==> config.mk <==
export PLATFORM = sky130hd
export DESIGN_NAME = ins_encoder_loader_flat
export DESIGN_NICKNAME = d
export VERILOG_FILES = /design/src/rtl/ins_encoder_loader_if.sv /design/src/rtl/ins_encoder_loader.sv /design/src/flat_wrapper.sv
export SDC_FILE = /design/constraint.sdc
export NUM_CORES = 1
export LEC_CHECK = 0
export ABC_AREA = 1
export BUFFER_PORTS_ARGS = -buffer_cell sky130_fd_sc_hd__buf_2
export CORE_UTILIZATION = 53
export CTS_CLUSTER_DIAMETER = 40
export CTS_CLUSTER_SIZE = 12
export DETAILED_ROUTE_END_ITERATION = 6
export PLACE_DENSITY = 0.84
export SYNTH_ARGS = -nofsm -noshare
export SYNTH_HDL_FRONTEND = slang
export SYNTH_SLANG_ARGS = --single-unit
==> constraint.sdc <==
create_clock -name CLK -period 2.9 [get_ports CLK]
set_clock_uncertainty 0.15 [all_clocks]
set_input_delay 0.58 -clock CLK [delete_from_list [all_inputs] [get_ports CLK]]
set_output_delay 0.58 -clock CLK [all_outputs]
set_load 0.1 [all_outputs]
==> src/rtl/ins_encoder_loader_if.sv <==
`default_nettype none
// ============================================================================
// Module   : ins_encoder_loader_if
// Purpose  : Instruction-field handshake and byte-wide memory write bus.
// Revision : 1.0
// ============================================================================
interface ins_encoder_loader_if #(
    parameter int ADDR_W = 8
);
    logic              InValid;
    logic              InReady;
    logic [5:0]        InOp;
    logic [4:0]        InRs;
    logic [4:0]        InRt;
    logic [4:0]        InRd;
    logic [4:0]        InSa;
    logic [15:0]       InImm;
    logic [25:0]       InTarget;
    logic [ADDR_W-1:0] MemAddr;
    logic [7:0]        MemData;
    logic              MemWE;

    // Instruction source and memory sink side
    modport master (
        output InValid, InOp, InRs, InRt, InRd, InSa, InImm, InTarget,
        input  InReady, MemAddr, MemData, MemWE
    );

    // Encoder/loader side
    modport slave (
        input  InValid, InOp, InRs, InRt, InRd, InSa, InImm, InTarget,
        output InReady, MemAddr, MemData, MemWE
    );
endinterface
`default_nettype wire

==> src/rtl/ins_encoder_loader.sv <==
`default_nettype none
// ============================================================================
// Module   : ins_encoder_loader
// Purpose  : Packs instruction fields into 32-bit words and loads them
//            big-endian, one byte per cycle, into instruction memory.
// Revision : 1.0
// ============================================================================
module ins_encoder_loader #(
    parameter int                ADDR_W    = 8,
    parameter logic [ADDR_W-1:0] BASE_ADDR = '0
) (
    input  wire logic              CLK,
    input  wire logic              Reset,
    ins_encoder_loader_if.slave    bus,
    output logic [31:0]            LastWord,
    output logic [ADDR_W-2:0]      WordCount,
    output logic                   IllegalOp,
    output logic                   Wrapped,
    output logic                   Halted
);
    localparam logic [2:0] c_S_IDLE = 3'd0;
    localparam logic [2:0] c_S_B0   = 3'd1;
    localparam logic [2:0] c_S_B1   = 3'd2;
    localparam logic [2:0] c_S_B2   = 3'd3;
    localparam logic [2:0] c_S_B3   = 3'd4;
    localparam logic [2:0] c_S_HALT = 3'd5;

    localparam logic [5:0] c_OP_ADD  = 6'b000000;
    localparam logic [5:0] c_OP_SUB  = 6'b000010;
    localparam logic [5:0] c_OP_AND  = 6'b010001;
    localparam logic [5:0] c_OP_OR   = 6'b010010;
    localparam logic [5:0] c_OP_SLT  = 6'b011100;
    localparam logic [5:0] c_OP_SLL  = 6'b011000;
    localparam logic [5:0] c_OP_ADDI = 6'b000001;
    localparam logic [5:0] c_OP_ORI  = 6'b010000;
    localparam logic [5:0] c_OP_SW   = 6'b100110;
    localparam logic [5:0] c_OP_LW   = 6'b100111;
    localparam logic [5:0] c_OP_BEQ  = 6'b110000;
    localparam logic [5:0] c_OP_BNE  = 6'b110001;
    localparam logic [5:0] c_OP_BGTZ = 6'b110010;
    localparam logic [5:0] c_OP_J    = 6'b111000;
    localparam logic [5:0] c_OP_HALT = 6'b111111;

    localparam logic [ADDR_W-1:0] c_WORD_BYTES = ADDR_W'(4);

    logic [2:0]        r_state;
    logic [2:0]        w_nextState;
    logic [ADDR_W-1:0] r_ptr;
    logic [ADDR_W-1:0] w_ptrNext;
    logic [31:0]       r_lastWord;
    logic [ADDR_W-2:0] r_wordCount;
    logic              r_illegalOp;
    logic              r_wrapped;
    logic [31:0]       w_encWord;
    logic              w_legal;
    logic              w_xfer;
    logic              w_isHalt;
    logic              w_inReady;
    logic              w_memWE;
    logic [ADDR_W-1:0] w_memAddr;
    logic [7:0]        w_memData;

    // Fields a format does not use are forced to zero
    always_comb begin
        w_encWord = '0;
        w_legal   = 1'b1;
        case (bus.InOp)
            c_OP_ADD, c_OP_SUB, c_OP_AND, c_OP_OR, c_OP_SLT:
                w_encWord = {bus.InOp, bus.InRs, bus.InRt, bus.InRd, 11'b0};
            c_OP_SLL:
                w_encWord = {bus.InOp, 5'b0, bus.InRt, bus.InRd, bus.InSa, 6'b0};
            c_OP_ADDI, c_OP_ORI, c_OP_SW, c_OP_LW, c_OP_BEQ, c_OP_BNE:
                w_encWord = {bus.InOp, bus.InRs, bus.InRt, bus.InImm};
            c_OP_BGTZ:
                w_encWord = {bus.InOp, bus.InRs, 5'b0, bus.InImm};
            c_OP_J:
                w_encWord = {bus.InOp, bus.InTarget};
            c_OP_HALT:
                w_encWord = {bus.InOp, 26'b0};
            default:
                w_legal = 1'b0;
        endcase
    end

    assign w_xfer    = bus.InValid && (r_state == c_S_IDLE);
    assign w_isHalt  = (r_lastWord[31:26] == c_OP_HALT);
    assign w_ptrNext = r_ptr + c_WORD_BYTES;

    always_ff @(posedge CLK or posedge Reset) begin
        if (Reset) begin
            r_state <= c_S_IDLE;
        end else begin
            r_state <= w_nextState;
        end
    end

    always_comb begin
        w_nextState = r_state;
        case (r_state)
            c_S_IDLE: if (w_xfer && w_legal) w_nextState = c_S_B0;
            c_S_B0:   w_nextState = c_S_B1;
            c_S_B1:   w_nextState = c_S_B2;
            c_S_B2:   w_nextState = c_S_B3;
            c_S_B3:   w_nextState = w_isHalt ? c_S_HALT : c_S_IDLE;
            c_S_HALT: w_nextState = c_S_HALT;
            default:  w_nextState = c_S_IDLE;
        endcase
    end

    always_comb begin
        w_inReady = 1'b0;
        w_memWE   = 1'b0;
        w_memAddr = r_ptr;
        w_memData = 8'h00;
        case (r_state)
            c_S_IDLE: w_inReady = 1'b1;
            c_S_B0: begin
                w_memWE   = 1'b1;
                w_memData = r_lastWord[31:24];
            end
            c_S_B1: begin
                w_memWE   = 1'b1;
                w_memAddr = r_ptr + ADDR_W'(1);
                w_memData = r_lastWord[23:16];
            end
            c_S_B2: begin
                w_memWE   = 1'b1;
                w_memAddr = r_ptr + ADDR_W'(2);
                w_memData = r_lastWord[15:8];
            end
            c_S_B3: begin
                w_memWE   = 1'b1;
                w_memAddr = r_ptr + ADDR_W'(3);
                w_memData = r_lastWord[7:0];
            end
            default: ;
        endcase
    end

    // The encoded word doubles as LastWord; it only changes on legal transfers
    always_ff @(posedge CLK or posedge Reset) begin
        if (Reset) begin
            r_ptr       <= BASE_ADDR;
            r_lastWord  <= '0;
            r_wordCount <= '0;
            r_illegalOp <= 1'b0;
            r_wrapped   <= 1'b0;
        end else begin
            if (w_xfer) begin
                if (w_legal) begin
                    r_lastWord <= w_encWord;
                end else begin
                    r_illegalOp <= 1'b1;
                end
            end
            if (r_state == c_S_B3) begin
                r_ptr <= w_ptrNext;
                if (w_ptrNext == '0) begin
                    r_wrapped <= 1'b1;
                end
                if (r_wordCount != '1) begin
                    r_wordCount <= r_wordCount + 1'b1;
                end
            end
        end
    end

    assign bus.InReady = w_inReady;
    assign bus.MemWE   = w_memWE;
    assign bus.MemAddr = w_memAddr;
    assign bus.MemData = w_memData;
    assign LastWord    = r_lastWord;
    assign WordCount   = r_wordCount;
    assign IllegalOp   = r_illegalOp;
    assign Wrapped     = r_wrapped;
    assign Halted      = (r_state == c_S_HALT);
endmodule
`default_nettype wire

==> src/flat_wrapper.sv <==
// flat-port wrapper written by rule: the top's interface ports become plain ports
module ins_encoder_loader_flat 
#(
    parameter int                ADDR_W    = 8,
    parameter logic [ADDR_W-1:0] BASE_ADDR = '0
)
  (CLK, Reset, LastWord, WordCount, IllegalOp, Wrapped, Halted, bus_InValid, bus_InOp, bus_InRs, bus_InRt, bus_InRd, bus_InSa, bus_InImm, bus_InTarget, bus_InReady, bus_MemAddr, bus_MemData, bus_MemWE);
  ins_encoder_loader_if #(.ADDR_W(ADDR_W)) bus_i ();
  input  wire logic CLK;
  input  wire logic Reset;
  output logic [31:0] LastWord;
  output logic [ADDR_W-2:0] WordCount;
  output logic IllegalOp;
  output logic Wrapped;
  output logic Halted;
  input wire logic [$bits(bus_i.InValid)-1:0] bus_InValid;
  input wire logic [$bits(bus_i.InOp)-1:0] bus_InOp;
  input wire logic [$bits(bus_i.InRs)-1:0] bus_InRs;
  input wire logic [$bits(bus_i.InRt)-1:0] bus_InRt;
  input wire logic [$bits(bus_i.InRd)-1:0] bus_InRd;
  input wire logic [$bits(bus_i.InSa)-1:0] bus_InSa;
  input wire logic [$bits(bus_i.InImm)-1:0] bus_InImm;
  input wire logic [$bits(bus_i.InTarget)-1:0] bus_InTarget;
  output wire logic [$bits(bus_i.InReady)-1:0] bus_InReady;
  output wire logic [$bits(bus_i.MemAddr)-1:0] bus_MemAddr;
  output wire logic [$bits(bus_i.MemData)-1:0] bus_MemData;
  output wire logic [$bits(bus_i.MemWE)-1:0] bus_MemWE;
  assign bus_i.InValid = bus_InValid;
  assign bus_i.InOp = bus_InOp;
  assign bus_i.InRs = bus_InRs;
  assign bus_i.InRt = bus_InRt;
  assign bus_i.InRd = bus_InRd;
  assign bus_i.InSa = bus_InSa;
  assign bus_i.InImm = bus_InImm;
  assign bus_i.InTarget = bus_InTarget;
  assign bus_InReady = bus_i.InReady;
  assign bus_MemAddr = bus_i.MemAddr;
  assign bus_MemData = bus_i.MemData;
  assign bus_MemWE = bus_i.MemWE;
  ins_encoder_loader #(.ADDR_W(ADDR_W), .BASE_ADDR(BASE_ADDR)) u_core (.CLK(CLK), .Reset(Reset), .bus(bus_i), .LastWord(LastWord), .WordCount(WordCount), .IllegalOp(IllegalOp), .Wrapped(Wrapped), .Halted(Halted));
endmodule
==> results.md <==
- Crit path largest cell delay: 500 ps
- Required time worst endpoint: roughly 2200 ps
- Antenna diodes: 0
- First-pass GRT wire length: roughly 15 mm
- Simple logic cell fraction of the synthesized area: a little under half
- Slowest cell on the critical path: dfrtp_2
- Adder-Cell Fraction of Synth Area: 1.15%
- F_max: 366 MHz
- Complex-gate fraction of the synthesized area: 2.61%
- RSZ-0062 raised after global routing: false
- Worst hold path type: input port to asynchronous set/reset pin
- Die boundary width: between 80 and 90 microns
- Mux cell area share after synthesis: 0%
- Worst Setup End Kind: output port
- Max layer used: met4
- Clock Latency Late Sink: 300 ps
- I/O pin cnt: about 130
- Startpoint types: register
- Crit path buffers/inverters: 3
- Syn Nets: between 500 and 600
- Relative slew slack: a little under three fifths
- CTS H-tree lvls: 2
- Final hold vios: 0
- DRT iter0 DRCs: around 230
- Max VDD drop: 1.11 mV
- Final setup violation count: 0
- Layout cell share with drive strength beyond 1: 27.4%
- Vias/cell: ~5.2
- Run status: completed
- CTS Buf Count: 5
- Overall power: 4.94 mW
- DR WL/cell: between 10 and 15 microns
- Total grt overflow: 0
- Critical setup path kind: register to output port
- Synth cell types: 29
- Die area: 6470 sq um
- CTS tree: yes
- Seq/Total Area, Yosys: 38.4%
- Synth Warn #: 0
- Detailed Place HPWL: 7.32 mm
- Pwr/cell area: 1180 nW/um^2
- Vias in the first global route: 3314
- Metal3 WL: 843 microns
- Pre-CTS setup slack: 379 ps
- Crit path DAT: roughly 2000 ps
- Syn Inst Count: a little under 500
- Clock sink count: 50
- Die height: ~80 microns
- IO Port Bufs: 130
- Routed WL: 9.43 mm
- CTS root buffer: clkbuf_8
- Lkg Pwr: 2.52 nW
- Total iterations of the first detailed-routing run: 5
- Cell mode on critical path: nand2_1
- Yosys reg bits: 50
- Metal-1 WL: 3.97 mm
- Reg clk slew, reported paths: 100 ps
- Post-route setup TNS: 0 ps
- Initial Util: 55.1%
- # rows: 28
- Hold buffers post-CTS: 0
- Max Cap Viol: 0
- Post-route ant nets: 0
- CP Cell Sequence: nor2_1, nand2_1, clkinvlp_4, buf_4, nand2_1, nand4_1, buf_12
- DR DRC count: 0
- Routed vias: between 3k and 4k
- Placed Instances: a little under 700
- Synthesized area: between 3000 and 4000 sq um
- Crit path max-delay family: simple AND/OR/NAND/NOR gates
- Fin nets: 694
- Placer congestion estimate: 0.944
- Post-route non-filler standard cell count: 695
- Pin count of the biggest net entering global routing: 34
- Area occupied by multi-input gates: ~1700 sq um
- Largest family of logic cells by synthesized area: simple AND/OR/NAND/NOR gates
- Core area: 5920 sq um
- Fin worst setup slack: between 150 and 200 ps
- Register area: 1250 sq um
- Synth Area in XOR/XNOR: 2.42%
- Antenna violations before repair: 0
- Met2 wire len: 4.43 mm
- CP Max Fanout: 13
- Post-route clock period utilization: between 90% and 100%
- Mean post-synth cell area: 6.64 sq um
- Placed Area: 4050 sq um
- Fin. max-slew vios: 0
- Final Critical Period: 2730 ps
- Filler cells: 506
- Worst slew pin tran: 648 ps
- Area Growth Syn to Fin: 28.2%
- Max clock buf depth: 2
- GRT Total Usage: 30.6%
- Final Cell Area: 4180 sq um
==> where the power goes <==
part | leakage [nW] | internal [mW] | switching [mW] | total (mW)
clock network | 0.0573 | 0.276 | 0.221 | 0.498
logic | 1.80 | 0.566 | 2.70 | 3.26
registers | 0.665 | 0.919 | 0.263 | 1.18
total | 2.52 | 1.76 | 3.18 | 4.94
==> Yosys cell counts <==
cell	count	area share [%]
nor2_8	1	0.61
dfrtp_1	50	38
nand2_1	230	26
nor3_1	2	0.31
xor2_1	6	1.6
a21oi_1	3	0.46
a21o_1	2	0.46
nand2_4	1	0.35
nand2_2	6	1.2
xnor2_1	3	0.81
nand4_1	12	2.3
nor2_2	6	1.2
nand3_4	1	0.54
o211ai_1	2	0.46
nand3_2	2	0.61
o21bai_1	2	0.46
ha_1	3	1.2
nor2_1	44	5.1
buf_2	5	0.77
clkinv_1	1	0.12
nand3b_4	1	0.61
buf_6	6	2.1
clkbuf_1	2	0.23
nand3_1	47	7.2
buf_4	1	0.23
o21ai_0	5	0.77
inv_1	41	4.7
nor2_4	1	0.35
inv_2	5	0.58
==> layer usage <==
layer  track usage [%]  vias to the layer above
met5                 0                        -
met4              10.9                        0
met1              42.0                     1647
met3              5.11                       19
met2              48.5                      200
li1                  -                     1778
==> per-stage QoR <==
| step | hold WS [ps] | utilization, % |
|---|---|---|
| 6_report | 215 | 70.6 |
| 2_1_floorplan | 419 | - |
| 3_5_place_dp | 307 | 68.4 |
| 4_1_cts | 242 | 70.3 |
| 5_1_grt | 262 | 70.6 |
| 3_3_place_gp | 307 | 68.4 |
==> cells in the final DEF (no fill, tap or decap), drive strengths merged <==
cell type,synthesis,layout
bufinv,0,1
nand2,237,237
clkinv,1,1
clkbuf,2,6
dfrtp,50,50
xor2,6,6
ha,3,3
buf,12,136
nand3b,1,1
nor3,2,2
nand3,50,50
inv,46,45
o211ai,2,2
nor2,52,52
a21oi,3,3
o21ai,5,5
nand4,12,12
xnor2,3,3
a21o,2,2
clkinvlp,0,1
o21bai,2,2
==> final cells by class <==
cell class                 count  share of cell area, %
clock buffer                   6                   1.98
clock inverter                 1                  0.718
inverter                      47                   4.31
multi-input combinational    380                   41.3
sequential                    50                   30.0
tap                           75                   2.24
timing repair buffer         136                   19.5
==> flip-flops by register name, summed over array words and instances, names as in the netlist <==
register          flops
u_core.r_state        3
u_core.LastWord      32
u_core.WordCount      7
u_core.Wrapped        1
u_core.IllegalOp      1
u_core.r_ptr          6
==> cells by family (layout without fill, tap and decap cells) <==
family	after synthesis	count (layout)
compound gates	14	14
fa+ha+maj	3	3
xor+xnor	9	9
flops	50	50
buf+inv	61	190
simple gates	354	354
==> final timing paths <==
kind / from / end / slack [ps] / cells after the start
hold / removal: Reset / u_core.LastWord[2] / 220 / 2
max in group asynchronous: Reset / u_core.WordCount[6] / 1790 / 3
setup reg to reg: u_core.r_state[0] / u_core.WordCount[5] / 650 / 6
min in group CLK: u_core.Wrapped / u_core.Wrapped / 330 / 1
setup / recovery: u_core.r_state[0] / bus_MemData[5] / 170 / 7
hold reg to reg: u_core.Wrapped / u_core.Wrapped / 330 / 1
==> what timing repair did <==
item,in CTS,in global routing
buffers inserted,0,2
gates resized for setup,0,2
endpoints found under the setup margin,0,8
==> worst reg2reg max path: stages, from the launching register on <==
cell     delay (ps)
dfrtp_2         500
nor2_1          160
nand2_1         260
a21oi_1         490
nand3_1         250
o21ai_0         250
nand2_1          70
Power figures use the tool's default switching activity.
